==> src/rtl/mem_xfer_ctrl.sv <==
// Memory-access sequencer for LW/SW/LM/SM: one word per XFER cycle, load data one cycle later, done one cycle after the last word.
// Optional MEM_WRAP_ERR_EN: an LM/SM step that would wrap address 31 -> 0 is dropped and the request ends with err=1.
module mem_xfer_ctrl #(
    parameter int ADDR_W = 5,
    parameter int DATA_W = 16,
    parameter int NREG   = 8,
    parameter int IDX_W  = 3
) (
    input  logic              clk,
    input  logic              proc_rst,
    input  logic              req_valid,
    output logic              req_ready,
    input  logic [1:0]        req_op,
    input  logic [ADDR_W-1:0] req_addr,
    input  logic [DATA_W-1:0] req_wdata,
    input  logic [IDX_W-1:0]  req_reg,
    input  logic [NREG-1:0]   req_mask,
    output logic [IDX_W-1:0]  reg_rd_idx,
    input  logic [DATA_W-1:0] reg_rd_data,
    output logic              rsp_valid,
    output logic [IDX_W-1:0]  rsp_idx,
    output logic [DATA_W-1:0] rsp_data,
    output logic              done,
    output logic              err,
    output logic [ADDR_W-1:0] mem_addr,
    output logic [DATA_W-1:0] mem_in,
    output logic              mem_write_n,
    output logic              mem_read_n,
    input  logic [DATA_W-1:0] mem_out
);
    typedef enum logic [1:0] {IDLE, XFER, DONE} state_t;
    localparam logic [1:0] OP_SM = 2'b11;

    state_t            state, state_nxt;
    logic [1:0]        op_q;
    logic [NREG-1:0]   mask_q;
    logic [IDX_W-1:0]  lw_reg_q;
    logic [DATA_W-1:0] wdata_q;
    logic              accept, is_load, last_word, wrap_stop;

    function automatic logic [IDX_W-1:0] first_set(input logic [NREG-1:0] m);
        logic [IDX_W-1:0] r;
        r = '0;
        for (int i = NREG - 1; i >= 0; i--) begin
            if (m[i]) r = IDX_W'(i);
        end
        return r;
    endfunction

    assign req_ready   = proc_rst & (state == IDLE);
    assign accept      = req_valid & req_ready;
    assign is_load     = ~op_q[0];
    // mask_q holds only the words still to come after the current one
    assign last_word   = ~op_q[1] | (mask_q == '0);
    assign done        = (state == DONE);
    assign mem_read_n  = ~((state == XFER) & is_load);
    assign mem_write_n = ~((state == XFER) & ~is_load);
    assign mem_in      = (op_q == OP_SM) ? reg_rd_data : wdata_q;

`ifdef MEM_WRAP_ERR_EN
    logic err_q;

    assign wrap_stop = &mem_addr;
    assign err       = done & err_q;

    always_ff @(posedge clk or negedge proc_rst) begin
        if (!proc_rst) begin
            err_q <= 1'b0;
        end else if (accept) begin
            err_q <= 1'b0;
        end else if ((state == XFER) && !last_word && wrap_stop) begin
            err_q <= 1'b1;
        end
    end
`else
    assign wrap_stop = 1'b0;
    assign err       = 1'b0;
`endif

    always_ff @(posedge clk or negedge proc_rst) begin
        if (!proc_rst) state <= IDLE;
        else           state <= state_nxt;
    end

    always_comb begin
        state_nxt = state;
        case (state)
            IDLE: begin
                if (accept) begin
                    if (req_op[1] && (req_mask == '0)) state_nxt = DONE;
                    else                               state_nxt = XFER;
                end
            end
            XFER: begin
                if (last_word || wrap_stop) state_nxt = DONE;
            end
            DONE:    state_nxt = IDLE;
            default: state_nxt = IDLE;
        endcase
    end

    always_ff @(posedge clk or negedge proc_rst) begin
        if (!proc_rst) begin
            op_q       <= '0;
            mask_q     <= '0;
            lw_reg_q   <= '0;
            wdata_q    <= '0;
            mem_addr   <= '0;
            reg_rd_idx <= '0;
            rsp_valid  <= 1'b0;
            rsp_idx    <= '0;
            rsp_data   <= '0;
        end else begin
            rsp_valid <= 1'b0;
            case (state)
                IDLE: begin
                    if (accept) begin
                        op_q       <= req_op;
                        lw_reg_q   <= req_reg;
                        wdata_q    <= req_wdata;
                        mem_addr   <= req_addr;
                        reg_rd_idx <= first_set(req_mask);
                        mask_q     <= req_mask & (req_mask - 1'b1);
                    end
                end
                XFER: begin
                    if (is_load) begin
                        rsp_valid <= 1'b1;
                        rsp_idx   <= op_q[1] ? reg_rd_idx : lw_reg_q;
                        rsp_data  <= mem_out;
                    end
                    if (!last_word && !wrap_stop) begin
                        mem_addr   <= mem_addr + 1'b1;
                        reg_rd_idx <= first_set(mask_q);
                        mask_q     <= mask_q & (mask_q - 1'b1);
                    end
                end
                default: ;
            endcase
        end
    end
endmodule

==> config.mk <==
export PLATFORM = sky130hd
export DESIGN_NAME = mem_xfer_ctrl
export DESIGN_NICKNAME = d
export VERILOG_FILES = /design/src/rtl/mem_xfer_ctrl.sv
export SDC_FILE = /design/constraint.sdc
export NUM_CORES = 1
export LEC_CHECK = 0
export ABC_AREA = 1
export BUFFER_PORTS_ARGS = -buffer_cell sky130_fd_sc_hd__buf_2
export CAP_MARGIN = 0
export CORE_MARGIN = 1
export CORE_UTILIZATION = 40
export CTS_BUF_LIST = sky130_fd_sc_hd__clkbuf_8 sky130_fd_sc_hd__clkbuf_16
export DETAILED_ROUTE_END_ITERATION = 12
export PLACE_DENSITY_LB_ADDON = 0.2
export SKIP_CTS_REPAIR_TIMING = 1
export SLEW_MARGIN = 40
export SYNTH_ARGS = -nofsm -noshare
export SYNTH_HDL_FRONTEND = slang
export SYNTH_SLANG_ARGS = --single-unit
==> constraint.sdc <==
create_clock -name clk -period 1.5 [get_ports clk]
set_input_delay 0.15 -clock clk [delete_from_list [all_inputs] [get_ports clk]]
set_output_delay 0.15 -clock clk [all_outputs]
set_load 0.01 [all_outputs]
==> results of run 1 <==
area by class of cell:
class | instances | area, um^2 | area share
Clock buffer | 11 | 151 | 0.0381
Clock inverter | 3 | 40.0 | 0.0101
Inverter | 25 | 103 | 0.0258
Multi-Input combinational cell | 270 | 1350 | 0.339
Sequential cell | 58 | 1450 | 0.366
Tap cell | 96 | 120 | 0.0302
Timing Repair Buffer | 135 | 756 | 0.190
Timing Repair inverter | 1 | 5.00 | 0.00126
per-stage QoR:
stage	util	setup WS (ps)	instances
floorplan	-	135	366
global placement	0.522	50.8	573
detailed placement	0.522	-11.1	573
CTS	0.549	-296	587
global route	0.572	-167	599
finish	0.572	-100	599
worst max-delay path: stages, from the launching register on:
cell,delay (ps)
dfrtp_2,480
nand2_4,160
mux2_2,340
buf_2,140
flip-flops by register name, indices dropped and copies added, names as in the netlist:
| name | count |
|---|---|
| rsp_data | 16 |
| wdata_q | 16 |
| mask_q | 7 |
| mem_addr | 5 |
| lw_reg_q | 3 |
| reg_rd_idx | 3 |
| rsp_idx | 3 |
| op_q | 2 |
| state | 2 |
| rsp_valid | 1 |
cell usage after synthesis, types with 2 or more instances:
library cell  count
nor2_4            2
nand3_1          10
a21oi_1           5
buf_4             4
dfrtp_1          58
nor2_2            4
nor2_1           21
mux2_2           16
a21boi_0          2
o21ai_0          18
o21ai_1           3
nand2_2           3
nand2_4           2
nand2_1         168
inv_1            22
buf_6             2
clkbuf_1          2
buf_2             6
inv_2             2
nor3_1            2
worst paths after layout:
path	from	to	slack [ps]	cells after the start
worst min-delay path	proc_rst	mem_addr[3]	-0.1	2
min in group clk	req_wdata[1]	wdata_q[1]	20	3
max in group asynchronous	proc_rst	op_q[0]	990	2
worst max-delay path	op_q[0]	mem_in[2]	-100	3
worst min register to register	rsp_data[1]	rsp_data[1]	460	2
worst max register to register	state[0]	rsp_data[9]	40	7
layer usage:
metal / part of all wire / vias up / global-route usage
met1: 0.47 / 1217 / 0.244
met3: 0.056 / 4 / 0.0415
met5: 0 / - / 0
li1: - / 1407 / -
met2: 0.47 / 87 / 0.286
met4: 0.0044 / 0 / 0.0566
cells by family (layout without fill, tap and decap cells):
kind of cell / after synthesis / count (layout) / synth area share
and+or+nand+nor: 216 / 217 / 0.305
DFF: 58 / 58 / 0.493
buffers and inverters: 39 / 175 / 0.0633
AOI/OAI and AO/OA: 34 / 34 / 0.0692
muxes: 16 / 16 / 0.0612
adders and majority gates: 1 / 1 / 0.00425
other: 1 / 1 / 0.00127
xor gates and xnor gates: 1 / 1 / 0.00297
power by group through the flow:
stage | Sequential (uW) | Combinational (uW) | Clock [uW]
detailed placement | 2820 | 3710 | 0
CTS | 2800 | 3710 | 1440
floorplan | 2910 | 2360 | 0
global route | 2960 | 4570 | 1520
global placement | 2800 | 3630 | 0
finish | 2860 | 4070 | 1400
==> impl_metrics.json, run 1 <==
{
  "synth_cell_types": 34,
  "globalRouteTotalUtil": 0.180,
  "chipHeight_um": 87.8,
  "crit_required_ps": 1350,
  "violations": "negative hold slack, negative setup slack",
  "nFillCells": 670,
  "max-slew-margin-rel": 0.526,
  "finalWirelength_mm": 7.21,
  "area_delta_synth_final_pct": 35.0,
  "max_freq_mhz": 625,
  "dp_hpwl_mm": 5.09,
  "p_sw_frac": 0.401,
  "gr-total-overflow": 0,
  "cp_max_fo": 8,
  "hp-class": "in2async",
  "synth_seq_cells": 58,
  "setup_viol": 17,
  "core_um2": 6940,
  "synth_top_flop_cell": "dfrtp_1",
  "critPathArrivalTime_ps": 1450,
  "status": "finished with violations",
  "gp_congestion": 0.907,
  "hold_viol": 2,
  "clock-sinks": 58,
  "tightest_slew_ps": 711,
  "ioPinCount": 118,
  "critical_path_class": "reg2out",
  "dr.pass1.iters": 5,
  "port_buffers": 116,
  "vias": 2715,
  "die_area_um2": 7710,
  "dr.first_iter.drc_count": 126,
  "antenna_left": 0,
  "final_area_um2": 3980,
  "min_period_over_period": 1.07,
  "power_density_nw_per_um2": 2100,
  "syn_inst": 366,
  "clock_latency_ps": 320,
  "rsz0062_at_grt": "yes",
  "synth_warnings": 0,
  "clock-root-buffer": "clkbuf_8",
  "clk_pin_slew_ps": 60,
  "final_layout_size_suffix_gt1_frac": 0.376,
  "p_leak_uw": 0.00223,
  "p_clk_frac": 0.168,
  "dpl_cell_area_um2": 3620,
  "critPathCaptureType": "output port",
  "cts_buffer_depth": 2,
  "syn_area_um2": 2950,
  "grt_pass1_vias": 2339,
  "antenna_found_initial": 0,
  "yosysTopAreaCell": "dfrtp_1",
  "slew_violations": 0,
  "drc": 0,
  "cts_tree": "built",
  "htreeDepth": 3,
  "num_antenna_cells": 0,
  "synth_edf_count": 0,
  "timing.hold.ws_ps": -0.131,
  "ir_drop_v": 0.000755,
  "viasPerCell": 4.53,
  "numCtsBuffers": 9,
  "grt_pass1_wl_mm": 10.6,
  "syn_nets": 436,
  "syn_avg_cell_area_um2": 8.05,
  "final_common_cell": "nand2_1",
  "start_util": 0.424,
  "intPower_uw": 4990,
  "tns_ps": -1470,
  "worst_slack_ps": -100,
  "power_frac_comb": 0.489,
  "skew_ps": 6.12,
  "yosysTopAreaCellShare": 0.493,
  "cap_violations": 0,
  "nNetsFinal": 570,
  "async_flop_share": 1.00,
  "final_cell_mix": "nand2_1, buf_2, dfrtp_1, inv_1, nor2_1",
  "grt_max_degree": 59,
  "post_drt_wl_per_cell_um": 12.0,
  "p_switching_uw": 3340,
  "total_power_uw": 8330,
  "startpoint_type": "register",
  "period_minus_slack_ps": 1600,
  "num_rows": 30,
  "chipWidth_um": 87.8,
  "seqPwrFrac": 0.343,
  "ys_seq_area_frac": 0.493,
  "netlist_top_cells_area": "dfrtp_1, nand2_1, mux2_2"
}
Note: power is estimated with default switching activity, not from simulation.
==> run 2, diff against run 1 <==
--- a/config.mk
+++ b/config.mk
@@ -12,8 +12,7 @@
 export CORE_UTILIZATION = 40
 export CTS_BUF_LIST = sky130_fd_sc_hd__clkbuf_8 sky130_fd_sc_hd__clkbuf_16
 export DETAILED_ROUTE_END_ITERATION = 12
-export PLACE_DENSITY_LB_ADDON = 0.2
-export SKIP_CTS_REPAIR_TIMING = 1
+export PLACE_DENSITY = 0.68
 export SLEW_MARGIN = 40
 export SYNTH_ARGS = -nofsm -noshare
 export SYNTH_HDL_FRONTEND = slang
==> impl_metrics.json, run 2 (synthesis results as in run 1) <==
{
  "worst_path_max_delay_cell": "dfrtp_2",
  "max-slew-margin-rel": 0.519,
  "path_cells": "nand2_8 -> mux2_4 -> buf_6",
  "cap_violations": 0,
  "post_drt_wl_per_cell_um": 13.2,
  "num_rows": 30,
  "slew_violations": 0,
  "gp_congestion": 0.918,
  "dpl.cell_count": 575,
  "worst_slack_ps": -118,
  "p_leak_uw": 0.00236,
  "dpl_cell_area_um2": 3640,
  "grt_max_degree": 59,
  "die_area_um2": 7710,
  "ioPinCount": 118,
  "critPathArrivalTime_ps": 1470,
  "cts_tree": "built",
  "slowest_delay_ps": 510,
  "hold_viol": 18,
  "total_power_uw": 9290,
  "grt_pass1_wl_mm": 12.1,
  "r2r_cells": 9,
  "start_util": 0.424,
  "clock-root-buffer": "clkbuf_8",
  "crit_required_ps": 1350,
  "ir_drop_v": 0.000904,
  "gr-total-overflow": 0,
  "num_antenna_cells": 0,
  "tightest_slew_ps": 722,
  "met3_usage": 0.0386,
  "nNetsFinal": 576,
  "area_delta_synth_final_pct": 43.9,
  "chipHeight_um": 87.8,
  "finalWirelength_mm": 8.01,
  "globalRouteTotalUtil": 0.210,
  "largestRegisters": "rsp_data: 16 flops, wdata_q: 16 flops, mask_q: 7 flops",
  "cp_max_fo": 8,
  "timing.hold.ws_ps": -17.6,
  "htreeDepth": 3,
  "numCtsBuffers": 9,
  "clk_pin_slew_ps": 70,
  "cts_buffer_depth": 2,
  "clock_latency_ps": 330,
  "violations": "negative hold slack, negative setup slack",
  "dp_hpwl_mm": 5.25,
  "startpoint_type": "register",
  "critPathCaptureType": "output port",
  "max_freq_mhz": 618,
  "status": "finished with violations",
  "clock-sinks": 58,
  "final_layout_size_suffix_gt1_frac": 0.386,
  "critical_path_class": "reg2out",
  "viasPerCell": 4.61,
  "core_um2": 6940,
  "antenna_left": 0,
  "power_density_nw_per_um2": 2190,
  "rsz0062_at_grt": "yes",
  "dr.pass1.iters": 4,
  "finish.utilization": 0.610,
  "period_minus_slack_ps": 1620,
  "fin_cells": 607,
  "chipWidth_um": 87.8,
  "met1_usage": 0.272,
  "setup_viol": 17,
  "grt_pass1_vias": 2578,
  "final_cell_mix": "nand2_1, buf_2, dfrtp_1, inv_1, buf_4",
  "dr.first_iter.drc_count": 100,
  "min_period_over_period": 1.08,
  "final_area_um2": 4240,
  "skew_ps": 6.99,
  "port_buffers": 116,
  "final_common_cell": "nand2_1",
  "drc": 0,
  "busiest_layer": "met2",
  "antenna_found_initial": 0,
  "grt_use_met2": 0.351,
  "hp-class": "in2async",
  "vias": 2800
}
-- run 2: changes by cell type in the layout (fill, tap and decap cells not counted), moves of 2 or more --
cell	change
buf_6	+16
buf_2	-15
mux2_2	-14
mux2_4	+14
buf_4	+3
clkinvlp_4	+3
clkinv_2	-2
inv_1	+2
nand2_2	+2
nand2_4	-2
nand2_8	+2
-- run 2: metrics by stage --
step | TNS (ps) | setup WS, ps | hold WS [ps]
2_1_floorplan | 0 | 135 | -146
3_5_place_dp | -17.6 | -15.9 | 351
4_1_cts | -2710 | -132 | 0.121
3_3_place_gp | 0 | 20.2 | 349
6_report | -1780 | -118 | -17.6
5_1_grt | -2700 | -167 | 10.0
-- run 2: layout make-up --
type	count	area (um^2)
Clock buffer	10	138
Clock inverter	6	82.6
Fill cell	638	2710
Inverter	25	110
Multi-Input combinational cell	271	1430
Sequential cell	58	1460
Tap cell	96	120
Timing Repair Buffer	140	893
Timing Repair inverter	1	7.51
-- run 2: what timing repair did --
item / 4_1_cts / 5_1_grt
gates cloned: 2 / 1
endpoints found under the setup margin: 20 / 55
resized for setup: 42 / 14
hold endpoints to repair: 1 / 0
hold buffers: 1 / 0
pin swaps: 2 / 4
buffers inserted: 1 / 11
-- run 2: per-layer routing --
layer | part of all wire | wire length (um)
met1 | 0.45 | 3620
met4 | 0.0082 | 66
met5 | 0 | 0
met3 | 0.054 | 433
met2 | 0.49 | 3890
-- run 2: final timing paths --
| check | from | end | slack (ps) |
|---|---|---|---|
| min in group clk | req_wdata[9] | wdata_q[9] | 10 |
| max in group asynchronous | proc_rst | op_q[0] | 990 |
| max | op_q[0] | mem_in[11] | -120 |
| max reg2reg | state[1] | reg_rd_idx[2] | 80 |
| min reg2reg | rsp_data[15] | rsp_data[15] | 460 |
| min | proc_rst | mem_addr[3] | -20 |
-- run 2: critical path: cells and delay by family (launching register included) --
family	cells	cell delay [ps]
mux	1	320
simple gates	1	180
buf+inv	1	120
flops	1	510
-- run 2: report_power, final --
part	switching [uW]	internal, uW	total [uW]
clock network	622	969	1590
logic	2460	2310	4770
registers	593	2330	2930
total	3670	5610	9290
